<file path="config.mk">
export PLATFORM = sky130hd
export DESIGN_NAME = timer_irq_source_flat
export DESIGN_NICKNAME = d
export VERILOG_FILES = /design/src/rtl/timer_irq_source_if.sv /design/src/rtl/timer_irq_source.sv /design/src/flat_wrapper.sv
export SDC_FILE = /design/constraint.sdc
export NUM_CORES = 1
export LEC_CHECK = 0
export CAP_MARGIN = 20
export CELL_PAD_IN_SITES_DETAIL_PLACEMENT = 0
export CELL_PAD_IN_SITES_GLOBAL_PLACEMENT = 1
export CORE_MARGIN = 2
export CORE_UTILIZATION = 39
export CTS_CLUSTER_SIZE = 10
export DETAILED_ROUTE_END_ITERATION = 8
export HOLD_SLACK_MARGIN = 0.03
export PLACE_DENSITY_LB_ADDON = 0.1
export SYNTH_ARGS = -nofsm -noshare
export SYNTH_HDL_FRONTEND = slang
export SYNTH_SLANG_ARGS = --single-unit
</file>
<file path="constraint.sdc">
create_clock -name clk -period 3.35 [get_ports clk]
set_clock_uncertainty 0.05 [all_clocks]
set_input_delay 0.67 -clock clk [delete_from_list [all_inputs] [get_ports clk]]
set_output_delay 0.67 -clock clk [all_outputs]
set_load 0.02 [all_outputs]
</file>
<file path="src/rtl/timer_irq_source_if.sv">
// timer_irq_source_if -- data-memory bus bundle between the CPU load/store
// path (master) and the memory-mapped interval timer (slave).
//   MemRd     : read strobe from the lw decode
//   MemWr     : write strobe from the sw decode
//   Addr      : word-aligned byte address
//   WriteData : store data
//   ReadData  : load data, combinational from the slave
interface timer_irq_source_if;
  logic        MemRd;
  logic        MemWr;
  logic [31:0] Addr;
  logic [31:0] WriteData;
  logic [31:0] ReadData;

  modport master (output MemRd, MemWr, Addr, WriteData, input  ReadData);
  modport slave  (input  MemRd, MemWr, Addr, WriteData, output ReadData);
endinterface

</file>
<file path="src/rtl/timer_irq_source.sv">
// timer_irq_source -- memory-mapped interval timer raising a sticky, level
// interrupt on counter overflow, plus a read-only count of timeouts.
// Ports:
//   clk   : system clock, rising edge
//   reset : asynchronous, active-low reset
//   bus   : data-memory bus (slave side): MemRd/MemWr/Addr/WriteData/ReadData
//   IRQ   : interrupt request, equals TCON.ST
// Register window at BASE: +0 TH, +4 TL, +8 TCON[2:0] = {ST,IE,EN}, +C TCNT.
module timer_irq_source #(
  parameter logic [31:0] BASE  = 32'h4000_0000,
  parameter int          CNT_W = 8
) (
  input  logic                 clk,
  input  logic                 reset,
  timer_irq_source_if.slave    bus,
  output logic                 IRQ
);

  localparam logic [1:0] IDX_TH   = 2'd0;
  localparam logic [1:0] IDX_TL   = 2'd1;
  localparam logic [1:0] IDX_TCON = 2'd2;
  localparam logic [1:0] IDX_TCNT = 2'd3;

  logic [31:0]      r_th;
  logic [31:0]      r_tl;
  logic             r_en;
  logic             r_ie;
  logic             r_st;
  logic [CNT_W-1:0] r_tcnt;

  logic       w_sel;
  logic [1:0] w_idx;
  logic       w_wr_th, w_wr_tl, w_wr_tcon, w_wr_tcnt;
  logic       w_timeout;
  logic       w_unused;

  // Word select inside the 16-byte window; byte offset bits are don't-care.
  assign w_sel    = (bus.Addr[31:4] == BASE[31:4]);
  assign w_idx    = bus.Addr[3:2];
  assign w_unused = ^bus.Addr[1:0];

  assign w_wr_th   = bus.MemWr & w_sel & (w_idx == IDX_TH);
  assign w_wr_tl   = bus.MemWr & w_sel & (w_idx == IDX_TL);
  assign w_wr_tcon = bus.MemWr & w_sel & (w_idx == IDX_TCON);
  assign w_wr_tcnt = bus.MemWr & w_sel & (w_idx == IDX_TCNT);

  // Overflow is judged on the current (pre-edge) EN and TL.
  assign w_timeout = r_en & (r_tl == 32'hFFFF_FFFF);

  // TH: plain software register. A write in a timeout cycle lands after the
  // reload below has already sampled the old value.
  always_ff @(posedge clk or negedge reset) begin
    if (!reset)       r_th <= '0;
    else if (w_wr_th) r_th <= bus.WriteData;
  end

  // TL: software write beats both reload and increment.
  always_ff @(posedge clk or negedge reset) begin
    if (!reset)         r_tl <= '0;
    else if (w_wr_tl)   r_tl <= bus.WriteData;
    else if (w_timeout) r_tl <= r_th;
    else if (r_en)      r_tl <= r_tl + 32'd1;
  end

  // TCON: a write replaces all three bits, but a simultaneous enabled timeout
  // is OR-ed into ST so that a clear racing an overflow never loses it.
  always_ff @(posedge clk or negedge reset) begin
    if (!reset) begin
      r_en <= 1'b0;
      r_ie <= 1'b0;
      r_st <= 1'b0;
    end else if (w_wr_tcon) begin
      r_en <= bus.WriteData[0];
      r_ie <= bus.WriteData[1];
      r_st <= bus.WriteData[2] | (w_timeout & r_ie);
    end else if (w_timeout && r_ie) begin
      r_st <= 1'b1;
    end
  end

  // TCNT: free-wrapping timeout count; any write clears it and wins.
  always_ff @(posedge clk or negedge reset) begin
    if (!reset)         r_tcnt <= '0;
    else if (w_wr_tcnt) r_tcnt <= '0;
    else if (w_timeout) r_tcnt <= r_tcnt + 1'b1;
  end

  assign IRQ = r_st;

  always_comb begin
    bus.ReadData = 32'h0;
    if (bus.MemRd && w_sel) begin
      unique case (w_idx)
        IDX_TH:   bus.ReadData = r_th;
        IDX_TL:   bus.ReadData = r_tl;
        IDX_TCON: bus.ReadData = {29'h0, r_st, r_ie, r_en};
        IDX_TCNT: bus.ReadData = 32'(r_tcnt);
        default:  bus.ReadData = 32'h0;
      endcase
    end
  end

endmodule

</file>
<file path="src/flat_wrapper.sv">
// flat-port wrapper written by rule: the top's interface ports become plain ports
module timer_irq_source_flat 
#(
  parameter logic [31:0] BASE  = 32'h4000_0000,
  parameter int          CNT_W = 8
)
  (clk, reset, IRQ, bus_MemRd, bus_MemWr, bus_Addr, bus_WriteData, bus_ReadData);
  timer_irq_source_if bus_i ();
  input  logic clk;
  input  logic reset;
  output logic IRQ;
  input wire logic [$bits(bus_i.MemRd)-1:0] bus_MemRd;
  input wire logic [$bits(bus_i.MemWr)-1:0] bus_MemWr;
  input wire logic [$bits(bus_i.Addr)-1:0] bus_Addr;
  input wire logic [$bits(bus_i.WriteData)-1:0] bus_WriteData;
  output wire logic [$bits(bus_i.ReadData)-1:0] bus_ReadData;
  assign bus_i.MemRd = bus_MemRd;
  assign bus_i.MemWr = bus_MemWr;
  assign bus_i.Addr = bus_Addr;
  assign bus_i.WriteData = bus_WriteData;
  assign bus_ReadData = bus_i.ReadData;
  timer_irq_source #(.BASE(BASE), .CNT_W(CNT_W)) u_core (.clk(clk), .reset(reset), .bus(bus_i), .IRQ(IRQ));
endmodule
</file>
## Word-level counts from Yosys, hierarchy flattened

Cells that the tools add are included.

| storage, ports and cells | value |
|---|---|
| output and inout bits | 33 |
| logic and storage cells | 36 |
| bits in registers | 75 |
| input bits | 68 |

| cells by class | value |
|---|---|
| $add $sub $neg | 2 |
| reductions and logical operators | 6 |
| multiplexer cells | 9 |
| bitwise operators | 8 |
| equal/unequal tests | 5 |

Operator list:

| operator | count |
|---|---|
| 2-to-1 mux 32 bit | 4 |
| case mux 32 bit (4 select lines) | 1 |
| adder 32 x 1 -> 32 bit, second input constant | 1 |
| equality test 32 bit, second input constant | 1 |
| equality test 28 x 27 -> 1 bit, second input constant | 1 |
| 2-to-1 mux 8 bit | 2 |
| adder 8 x 1 -> 8 bit, second input constant | 1 |
| bitwise AND 1 bit | 7 |
| equality test 2 bit, second input constant | 2 |
| nonzero test 2 bit | 2 |
| nonzero test 3 bit | 1 |
| equality test 2 x 1 -> 1 bit, second input constant | 1 |
| logical AND 1 bit | 2 |
| logical NOT 2 bit | 1 |
| 2-to-1 mux 1 bit | 2 |
| OR 1 bit | 1 |

## Logic depth before layout (Yosys ltp)

Gate-level depths: netlist of run 1.

| logic depth | value |
|---|---|
| depth in word-level cells | 5 |
| mapped depth | 9 |
| depth with buffers taken out | 7 |

## Worst setup path before layout of run 1

No wires, ideal clock.

| timing | value |
|---|---|
| kind | input to output |
| from | in bus_Addr[27] |
| to | out bus_ReadData[11] |
| setup slack | 0.148 ns |
| data required time | 2.630 ns |
| arrival | 2.482 ns |
| stages on the path | 7 |
| path through | or4_1 -> nor3_4 -> nand2_2 -> or2_2 -> buf_2 -> buf_6 -> nor2_1 |

| between the ends | value |
|---|---|
| word-level cells in the longest chain between the ends | 3 |

Ends and longest elaborated chain:

| element | line | source |
|---|---|---|
| from (decl) | flat_wrapper.sv:14 | `input wire logic [$bits(bus_i.Addr)-1:0] bus_Addr;` |
| equality test 28 x 27 -> 1 bit | timer_irq_source.sv:38 | `assign w_sel = (bus.Addr[31:4] == BASE[31:4]);` |
| logical AND 1 bit | timer_irq_source.sv:92 | `if (bus.MemRd && w_sel) begin` |
| 2-to-1 mux 32 bit | timer_irq_source.sv:92 |  |
| to (decl) | flat_wrapper.sv:16 | `output wire logic [$bits(bus_i.ReadData)-1:0] bus_ReadData;` |

Every way passes these cells.

## Worst setup path in the final report of run 1

| timing | value |
|---|---|
| from | in bus_Addr[11] |
| to | out bus_ReadData[6] |

Same word-level chain as after synthesis.

==> key figures, run 1 <==
Status
  • Status: finished, final reports clean

Place
  • Placed cell count: 738
  • DP HPWL: ~9700 um
  • Port bufs: between 90 and 100
  • Setup WS pre-CTS: -0.581 ns
  • GP Congestion: roughly 0.85
  • Dpl cell area: 5990 um^2

Routing
  • DRC Markers: 0
  • Via/cell ratio: between 5 and 6
  • Final wirelength: between 10000 and 15000 um
  • ANT nets after route: 0
  • DRT iter0 DRCs: 242
  • Via count: roughly 4.3k
  • Drt wl/cell: around 19 um
  • 1st-pass router iterations: 5

STA
  • Final Setup Violations: 0
  • Rel. slew slack: between 30% and 40%
  • Fin crit share: 99.0%
  • Min Tclk post-route: approximately 3.3 ns
  • Final Max Tran Viols: 0
  • Final hold violation count: 0
  • Worst-margin pin slew: roughly 1.0 ns
  • Final hold slack: between 0.4 and 0.5 ns
  • Max Fclk: ~300 MHz
  • Setup WS post-layout: roughly 0.032 ns

Yosys
  • Synth unique cells: 60
  • Main flop type after synthesis: dfrtp_1
  • Synth Net Count: about 570
  • Yosys warns: 0
  • Mapped Area: 4810 um^2
  • Syn avg cell area: ~9.6 um^2
  • Post-Synthesis Cells: around 500
  • Post-synth EDFFs: 0
  • Post-synthesis sequential area ratio: 39.0%
  • Asr flop ratio synth: between 90% and 100%
  • Synthesized flop and latch total: between 70 and 80

Worst setup path
  • Crit path required time: ~2.6 ns
  • CP Class: in -> out
  • CP Capture Type: primary output
  • CP Launch Type: input port
  • CP max FO: 5
  • Arr. time, crit path: 2.60 ns

Pwr
  • Sw power: approximately 0.45 mW
  • Comb pwr share: about 7.2%
  • Leakage power: 2.97 nW
  • P per Cell Area: 319 nW/um^2
  • Switching Share: roughly 22%
  • Pint: 1.58 mW
  • Reg power frac: 44.6%
  • Worst vdd ir: ~0.00018 V
  • Clock power frac: 48.2%

Worst hold path
  • HP Class: in -> async

Final layout
  • Most common cell after layout, fill and taps aside: dfrtp_1
  • Ratio of cells with drive above 1 in the final layout: between 20% and 30%
  • Final nets: 679
  • Antenna Diode Count: 0
  • Fill count: 1136
  • Final instance area: roughly 6400 um^2
  • Area delta synth->final: 32.6%
  • Utilization after layout: a little over half
  • Post-route insts no fill: roughly 760
  • Commonest cells after routing, fill and taps aside: dfrtp_1 (75), nor2_1 (63), nand2_1 (44), clkdlybuf4s50_1 (39)

Floorplan
  • Die height: about 120 um
  • Die W: roughly 120 um
  • Site row count: 40
  • Area of the core: about 12000 um^2
  • Die Area: approximately 13000 um^2
  • # IOs: slightly above 100
  • Starting Density: between 40% and 50%

GRT
  • GRT Overall Usage: approximately 22%
  • First-pass GRT wire length: 22800 um
  • Initial antenna violation count: 0
  • Vias in the first global route: between 4k and 5k
  • Gr ovfl total: 0
  • Largest net degree at the start of global routing: 76

Flow run
  • Max_cap viols: 0

CTS
  • H-tree depth: 3
  • Max clock buf depth: 2
  • TritonCTS clock tree: done
  • CTS clk-pin slew, worst paths: approximately 0.060 ns
  • CTS Root Cell: clkbuf_16
  • Clk Latency, worst-skew pair: 0.33 ns
  • CTS Buf Count: 9
  • Sink Count: 75
kinds of logic after synthesis:
group	synth area share, %
AOI/OAI and AO/OA	11.6
xor gates and xnor gates	4.01
adders and majority gates	0.520
and+or+nand+nor	22.6
buffers and inverters	4.42
muxes	17.8
DFF	39.0
worst paths after layout:
check                      cells past startpoint            from               to  slack, ns
setup / recovery                               8    bus_Addr[11]  bus_ReadData[6]       0.03
hold / removal                                 1           reset   u_core.r_th[9]       0.45
setup reg to reg                               9  u_core.r_tl[0]   u_core.r_tl[8]       0.84
hold reg to reg                                2     u_core.r_ie       u_core.IRQ       0.46
max in group asynchronous                      1           reset  u_core.r_th[20]       2.15
min in group clk                               2     u_core.r_ie       u_core.IRQ       0.46
area by class of cell:
cell class                 count  area [um^2]  share of cell area (%)
multi-input combinational    391         2760                    43.4
sequential                    75         1880                    29.4
timing repair buffer         128         1240                    19.4
clock buffer                  11          243                    3.81
tap                          147          184                    2.89
clock inverter                 5         52.6                   0.824
inverter                       4         15.0                   0.236
sequential cells by signal, indices dropped and copies added (netlist names):
register,count
u_core.r_ie,1
u_core.IRQ,1
u_core.r_en,1
u_core.r_tl,32
u_core.r_th,32
u_core.r_tcnt,8
stage by stage:
stage	total power, mW	TNS [ns]
6_report	2.03	0
5_1_grt	2.10	-0.158
4_1_cts	2.05	0
3_5_place_dp	1.08	-14.86
3_3_place_gp	1.08	-14.39
2_1_floorplan	0.962	0
metal layers:
layer,part of all wire (%),GRT usage (%)
met1,48,31.3
met2,46,35.3
met3,5.3,3.80
met4,1.0,5.78
met5,0,0
power groups by stage:
| stage | clock network, mW | logic, mW | registers, mW |
|---|---|---|---|
| 3_5_place_dp | 0 | 0.154 | 0.923 |
| 2_1_floorplan | 0 | 0.0397 | 0.923 |
| 3_3_place_gp | 0 | 0.153 | 0.923 |
| 6_report | 0.980 | 0.146 | 0.906 |
| 4_1_cts | 0.998 | 0.147 | 0.906 |
| 5_1_grt | 1.04 | 0.157 | 0.905 |
worst max-delay path: stages:
cell and delay, ns:
dlygate4sd2_1 0.23, nor4_1 0.31, nand4_1 0.23, nor3_4 0.20, nand2_2 0.08, buf_4 0.16
nor2_1 0.11, clkdlybuf4s50_1 0.61
cell usage after synthesis (8+ instances only):
cell / n / area share [%]
a21oi_1: 15 / 1.6
a31oi_1: 13 / 1.7
nor3_1: 10 / 1.0
o21ai_0: 13 / 1.4
nor2_1: 65 / 5.1
a21o_1: 11 / 1.7
buf_6: 8 / 1.9
dfrtp_1: 75 / 39
mux2i_1: 37 / 7.7
xor2_1: 11 / 2.0
nand2_1: 44 / 3.4
nor4_1: 9 / 1.2
nand4_1: 18 / 2.3
nand3_1: 16 / 1.7
and3_1: 11 / 1.4
clkbuf_1: 16 / 1.2
mux2_2: 37 / 8.7
xnor2_1: 11 / 2.0
what timing repair did:
item,4_1_cts,5_1_grt
resized for setup,110,17
hold buffers,0,0
pin swaps,13,12
buffers inserted,6,1
endpoints found under the setup margin,32,31
gates cloned,1,0
(Power assumes the default switching activity.)
==> run 2, diff against run 1 <==
==> constraint.sdc (replaced) <==
create_clock -name clk -period 3.35 [get_ports clk]
set_clock_uncertainty 0.05 [all_clocks]
set_input_delay 0.67 -clock clk [delete_from_list [all_inputs] [get_ports clk]]
set_output_delay 0.67 -clock clk [all_outputs]
set_load 0.005 [all_outputs]
==> run 2 against run 1 <==
  * Critical path type unchanged
  * Flip-flop and latch count unchanged
  * Final cell count up 0.13%
  * Register-to-register slack about the same
==> key figures, run 2 (synthesized netlist as in run 1, its figures left out) <==
Place
  • Port bufs: between 90 and 100
  • Dpl cell area: between 5000 and 6000 um^2
  • GP Congestion: 0.841
  • DP HPWL: between 9000 and 10000 um

CTS
  • H-tree depth: 3
  • CTS Buf Count: 9
  • Clk Latency, worst-skew pair: roughly 0.34 ns
  • TritonCTS clock tree: done
  • Sink Count: 75
  • CTS Root Cell: clkbuf_16
  • Max clock buf depth: 2
  • CTS clk-pin slew, worst paths: 0.06 ns

Final layout
  • Final nets: 680
  • Area delta synth->final: 32.7%
  • Utilization after layout: approximately 53%
  • Antenna Diode Count: 0
  • Ratio of cells with drive above 1 in the final layout: around a quarter
  • Most common cell after layout, fill and taps aside: dfrtp_1
  • Regs by FF count: u_core.r_th (32), u_core.r_tl (32), u_core.r_tcnt (8)
  • Final instance area: approximately 6400 um^2
  • Commonest cells after routing, fill and taps aside: dfrtp_1 (75), nor2_1 (50), clkdlybuf4s50_1 (46), nand2_1 (44)

Worst setup path
  • CP Cell Sequence: clkdlybuf4s50_1 -> nor4_2 -> nand2_1 -> nor3_4 -> nand2_2 -> or2_4 -> clkbuf_16 -> nor2_2 -> buf_2
  • Crit path required time: around 2.6 ns
  • Arr. time, crit path: roughly 2.5 ns
  • Cell family with most CP delay: simple AND/OR/NAND/NOR gates
  • CP Capture Type: primary output
  • CP peak stage delay: about 0.41 ns
  • Slowest CP cell: clkdlybuf4s50_1
  • WP buf/inv: 3
  • CP max FO: 6
  • CP Launch Type: input port
  • CP Class: in -> out

GRT
  • Vias in the first global route: around 4.2k
  • Initial antenna violation count: 0
  • First-pass GRT wire length: about 22000 um
  • Gr ovfl total: 0
  • GRT Overall Usage: a little over a fifth
  • Largest net degree at the start of global routing: 76

Pwr
  • Worst vdd ir: approximately 0.00023 V
  • Leakage power: between 3 and 4 nW
  • Power, Total: 2.03 mW
  • P per Cell Area: between 300 and 400 nW/um^2

Floorplan
  • Site row count: 40
  • # IOs: just over 100
  • Die Area: approximately 13000 um^2
  • Die height: around 120 um
  • Die W: between 100 and 150 um
  • Area of the core: roughly 12000 um^2
  • Starting Density: roughly two fifths

STA
  • Final hold slack: between 0.4 and 0.5 ns
  • Fin crit share: 96.6%
  • Max Fclk: 309 MHz
  • Min Tclk post-route: about 3.2 ns
  • Rel. slew slack: 34.1%
  • Worst-margin pin slew: approximately 0.99 ns
  • Final Setup Violations: 0
  • TNS Setup: 0 ns
  • Final hold violation count: 0
  • Final Max Tran Viols: 0

Routing
  • DRT iter0 DRCs: slightly above 200
  • ANT nets after route: 0
  • Drt wl/cell: ~19 um
  • DRC Markers: 0
  • Via count: about 4.3k
  • 1st-pass router iterations: 4
  • Via/cell ratio: roughly 5.7
  • Final wirelength: 14300 um

Flow run
  • Max_cap viols: 0

Worst hold path
  • HP Class: reg -> reg

Status
  • Status: finished, final reports clean
run 2: cell types whose count changed in the layout (fill, tap and decap cells not counted), sizes merged:
cell / before / now
dlymetal6s2s: 7 / 12
clkdlybuf4s15: 17 / 0
buf: 41 / 55
clkdlybuf4s50: 39 / 46
dlygate4sd2: 22 / 14
run 2: final timing paths:
kind                           startpoint          endpoint  slack (ns)  depth (start not counted)
setup / recovery             bus_Addr[20]  bus_ReadData[10]        0.11                          9
hold / removal                u_core.r_ie        u_core.IRQ        0.44                          2
setup reg to reg           u_core.r_tl[0]   u_core.r_tl[20]        0.85                          8
hold reg to reg               u_core.r_ie        u_core.IRQ        0.44                          2
max in group asynchronous           reset  u_core.r_tcnt[2]        2.18                          1
min in group asynchronous           reset    u_core.r_th[9]        0.45                          1
run 2: area by class of cell:
type	count	area, um^2
flip-flops and latches	75	1880
inverters	4	15.0
well taps	147	184
repair buffers	129	1200
clock buffers	11	243
multi-input cells	391	2810
clock inverters	5	52.6
fillers	1136	5630
run 2: per-layer routing:
metal  up-vias  global-route usage (%)  share of wire, %  wire length, um
met5         -                       0                 0                0
met4         0                    6.67               1.4              207
met3        16                    4.22               6.1              874
met2       133                    34.2                46             6540
met1      2134                    30.8                47             6680
li1       2064                       -                 -                -
run 2: worst reg2reg max path, cell delays in order, from the launching register on:
cell      delay, ns
dfrtp_1        0.46
ha_1           0.29
nand4_1        0.19
nor4_4         0.44
and3_1         0.26
buf_4          0.27
nand2_1        0.09
a311oi_1       0.27
a21o_1         0.12
run 2: timing repair:
item	in CTS	in global routing
gates resized for setup	112	37
gates cloned	2	1
endpoints found under the hold margin	0	0
hold buffers	0	0
setup endpoints to repair	32	32
pin swaps	11	8
buffers inserted	3	2
run 2: power by group:
group          switching [mW]  internal, mW
sequential          0.0000288         0.906
combinational          0.0673        0.0842
clock                   0.382         0.593
run 2: metrics by stage:
stage               cells  worst slack [ns]
floorplan             503             0.332
global placement      739            -0.430
detailed placement    739            -0.453
CTS                   760           -0.0295
global route          762          -0.00563
finish                762             0.114
==> run 3, diff against run 2 <==
--- a/config.mk
+++ b/config.mk
@@ -14,6 +14,7 @@
 export DETAILED_ROUTE_END_ITERATION = 8
 export HOLD_SLACK_MARGIN = 0.03
 export PLACE_DENSITY_LB_ADDON = 0.1
+export SETUP_SLACK_MARGIN = 0.05
 export SYNTH_ARGS = -nofsm -noshare
 export SYNTH_HDL_FRONTEND = slang
 export SYNTH_SLANG_ARGS = --single-unit
==> run 3 against run 2 <==
  * Final cell count fell by 0.26%
  * Final area shrank 1.1%
  * Total power shrank 0.16%
  * Combinational power down 3%
  * Flip-flop and latch count did not move
  * Sequential power is essentially flat
  * Critical path depth is 5 lower
  * Largest cell class unchanged
==> key figures, run 3 (synthesized netlist as in run 1, its figures left out) <==
Status
  • Status: finished, final reports clean

Place
  • DP HPWL: about 9700 um
  • GP Congestion: between 0.8 and 0.9
  • Placed cell count: between 700 and 800
  • Port bufs: 98

Routing
  • Via/cell ratio: ~5.7
  • Final wirelength: ~14000 um
  • 1st-pass router iterations: 4
  • ANT nets after route: 0
  • Via count: around 4.3k
  • DRT iter0 DRCs: roughly 220
  • Drt wl/cell: 18.8 um
  • DRC Markers: 0

GRT
  • Initial antenna violation count: 0
  • First-pass GRT wire length: about 22000 um
  • Vias in the first global route: roughly 4.2k
  • Gr ovfl total: 0
  • Largest net degree at the start of global routing: 76
  • GRT Overall Usage: a little over a fifth

CTS
  • Sink Count: 75
  • CTS Root Cell: clkbuf_16
  • Post-CTS Hold Fix Bufs: 0
  • TritonCTS clock tree: done
  • CTS clk-pin slew, worst paths: 0.06 ns
  • Max clock buf depth: 2
  • Clk Latency, worst-skew pair: approximately 0.34 ns
  • CTS Buf Count: 9
  • H-tree depth: 3

Worst setup path
  • Arr. time, crit path: 2.48 ns
  • RR Startpoint: u_core.r_tl[0]
  • R2r setup slk: approximately 0.84 ns
  • Reg2reg end: u_core.r_tl[20]
  • CP Class: in -> out
  • Crit path required time: about 2.6 ns
  • Worst reg2reg path depth: 8
  • CP Launch Type: input port
  • CP Capture Type: primary output
  • CP max FO: 5

Pwr
  • Leakage power: between 2 and 3 nW
  • P per Cell Area: approximately 320 nW/um^2
  • Power, Total: about 2.0 mW
  • Worst vdd ir: 0.000231 V

Worst hold path
  • Worst hold path depth: 2
  • HP Class: reg -> reg
  • Hold Path End: u_core.IRQ
  • HP Start: u_core.r_ie

STA
  • Final Setup Violations: 0
  • Worst-margin pin slew: 0.996 ns
  • Unrepaired setup endpoints after global routing: true
  • Min Tclk post-route: around 3.2 ns
  • Fin crit share: between 90 and 100%
  • TNS Setup: 0 ns
  • Final Max Tran Viols: 0
  • Rel. slew slack: 33.6%
  • Max Fclk: around 310 MHz
  • Final hold violation count: 0

Floorplan
  • Site row count: 40
  • Die height: around 120 um
  • # IOs: between 100 and 150
  • Die W: 115 um
  • Area of the core: between 10000 and 15000 um^2
  • Die Area: 13200 um^2
  • Starting Density: between 40% and 50%

Final layout
  • Area delta synth->final: 31.3%
  • Fill count: roughly 1.1k
  • Final nets: about 680
  • Utilization after layout: between 50% and 60%
  • Antenna Diode Count: 0
  • Most common cell after layout, fill and taps aside: dfrtp_1
  • Ratio of cells with drive above 1 in the final layout: between 20% and 30%
  • Commonest cells after routing, fill and taps aside: dfrtp_1 (75), nor2_1 (52), clkdlybuf4s50_1 (46), nand2_1 (44)
  • Post-route insts no fill: 760
  • Regs by FF count: u_core.r_th (32), u_core.r_tl (32), u_core.r_tcnt (8)

Flow run
  • Max_cap viols: 0
==> run 3: metal layers <==
layer | GRT usage, % | wire [um] | vias to the layer above
li1 | - | - | 2057
met1 | 30.8 | 6800 | 2150
met2 | 34.2 | 6490 | 113
met3 | 4.22 | 779 | 14
met4 | 6.67 | 191 | 0
met5 | 0 | 0 | -
==> run 3: what timing repair did <==
| item | in CTS | in global routing |
|---|---|---|
| setup buffers | 3 | 0 |
| resized for setup | 117 | 38 |
| setup endpoints to repair | 32 | 32 |
| pin swaps | 12 | 10 |
| gates cloned | 2 | 1 |
==> run 3: how the worst max path moves through the flow <==
| stage | startpoint | end | slack (ns) |
|---|---|---|---|
| floorplan | bus_Addr[27] | bus_ReadData[11] | 0.33 |
| global placement | bus_Addr[5] | bus_ReadData[9] | -0.43 |
| detailed placement | bus_Addr[5] | bus_ReadData[21] | -0.45 |
| CTS | bus_Addr[28] | bus_ReadData[14] | 0.02 |
| global route | bus_Addr[24] | bus_ReadData[2] | 0.0006 |
| finish | bus_Addr[3] | bus_ReadData[2] | 0.15 |
==> run 3: area by class of cell <==
class / count / area, um^2 / share of cell area, %
inverter: 4 / 15.0 / 0.238
sequential: 75 / 1880 / 29.7
multi-input combinational: 391 / 2800 / 44.3
clock inverter: 5 / 52.6 / 0.833
timing repair buffer: 127 / 1140 / 18.1
clock buffer: 11 / 243 / 3.85
tap: 147 / 184 / 2.91
==> run 3: power breakdown <==
part           switching [mW]  internal [mW]  total [mW]
clock                   0.383          0.593       0.976
combinational          0.0665         0.0808       0.147
sequential          0.0000287          0.906       0.906
==> run 3: worst max-delay path: stages <==
cell	delay, ns
clkdlybuf4s50_1	0.62
mux4_2	0.54
and3_1	0.20
clkdlybuf4s50_1	0.45
==> run 3: stage by stage <==
step,hold WS [ns],setup slack (ns),cell area [um^2]
floorplan,0.324,0.332,4810
global placement,0.425,-0.430,5980
detailed placement,0.431,-0.453,5980
CTS,0.444,0.0177,6350
global route,0.482,0.000551,6310
finish,0.439,0.148,6310
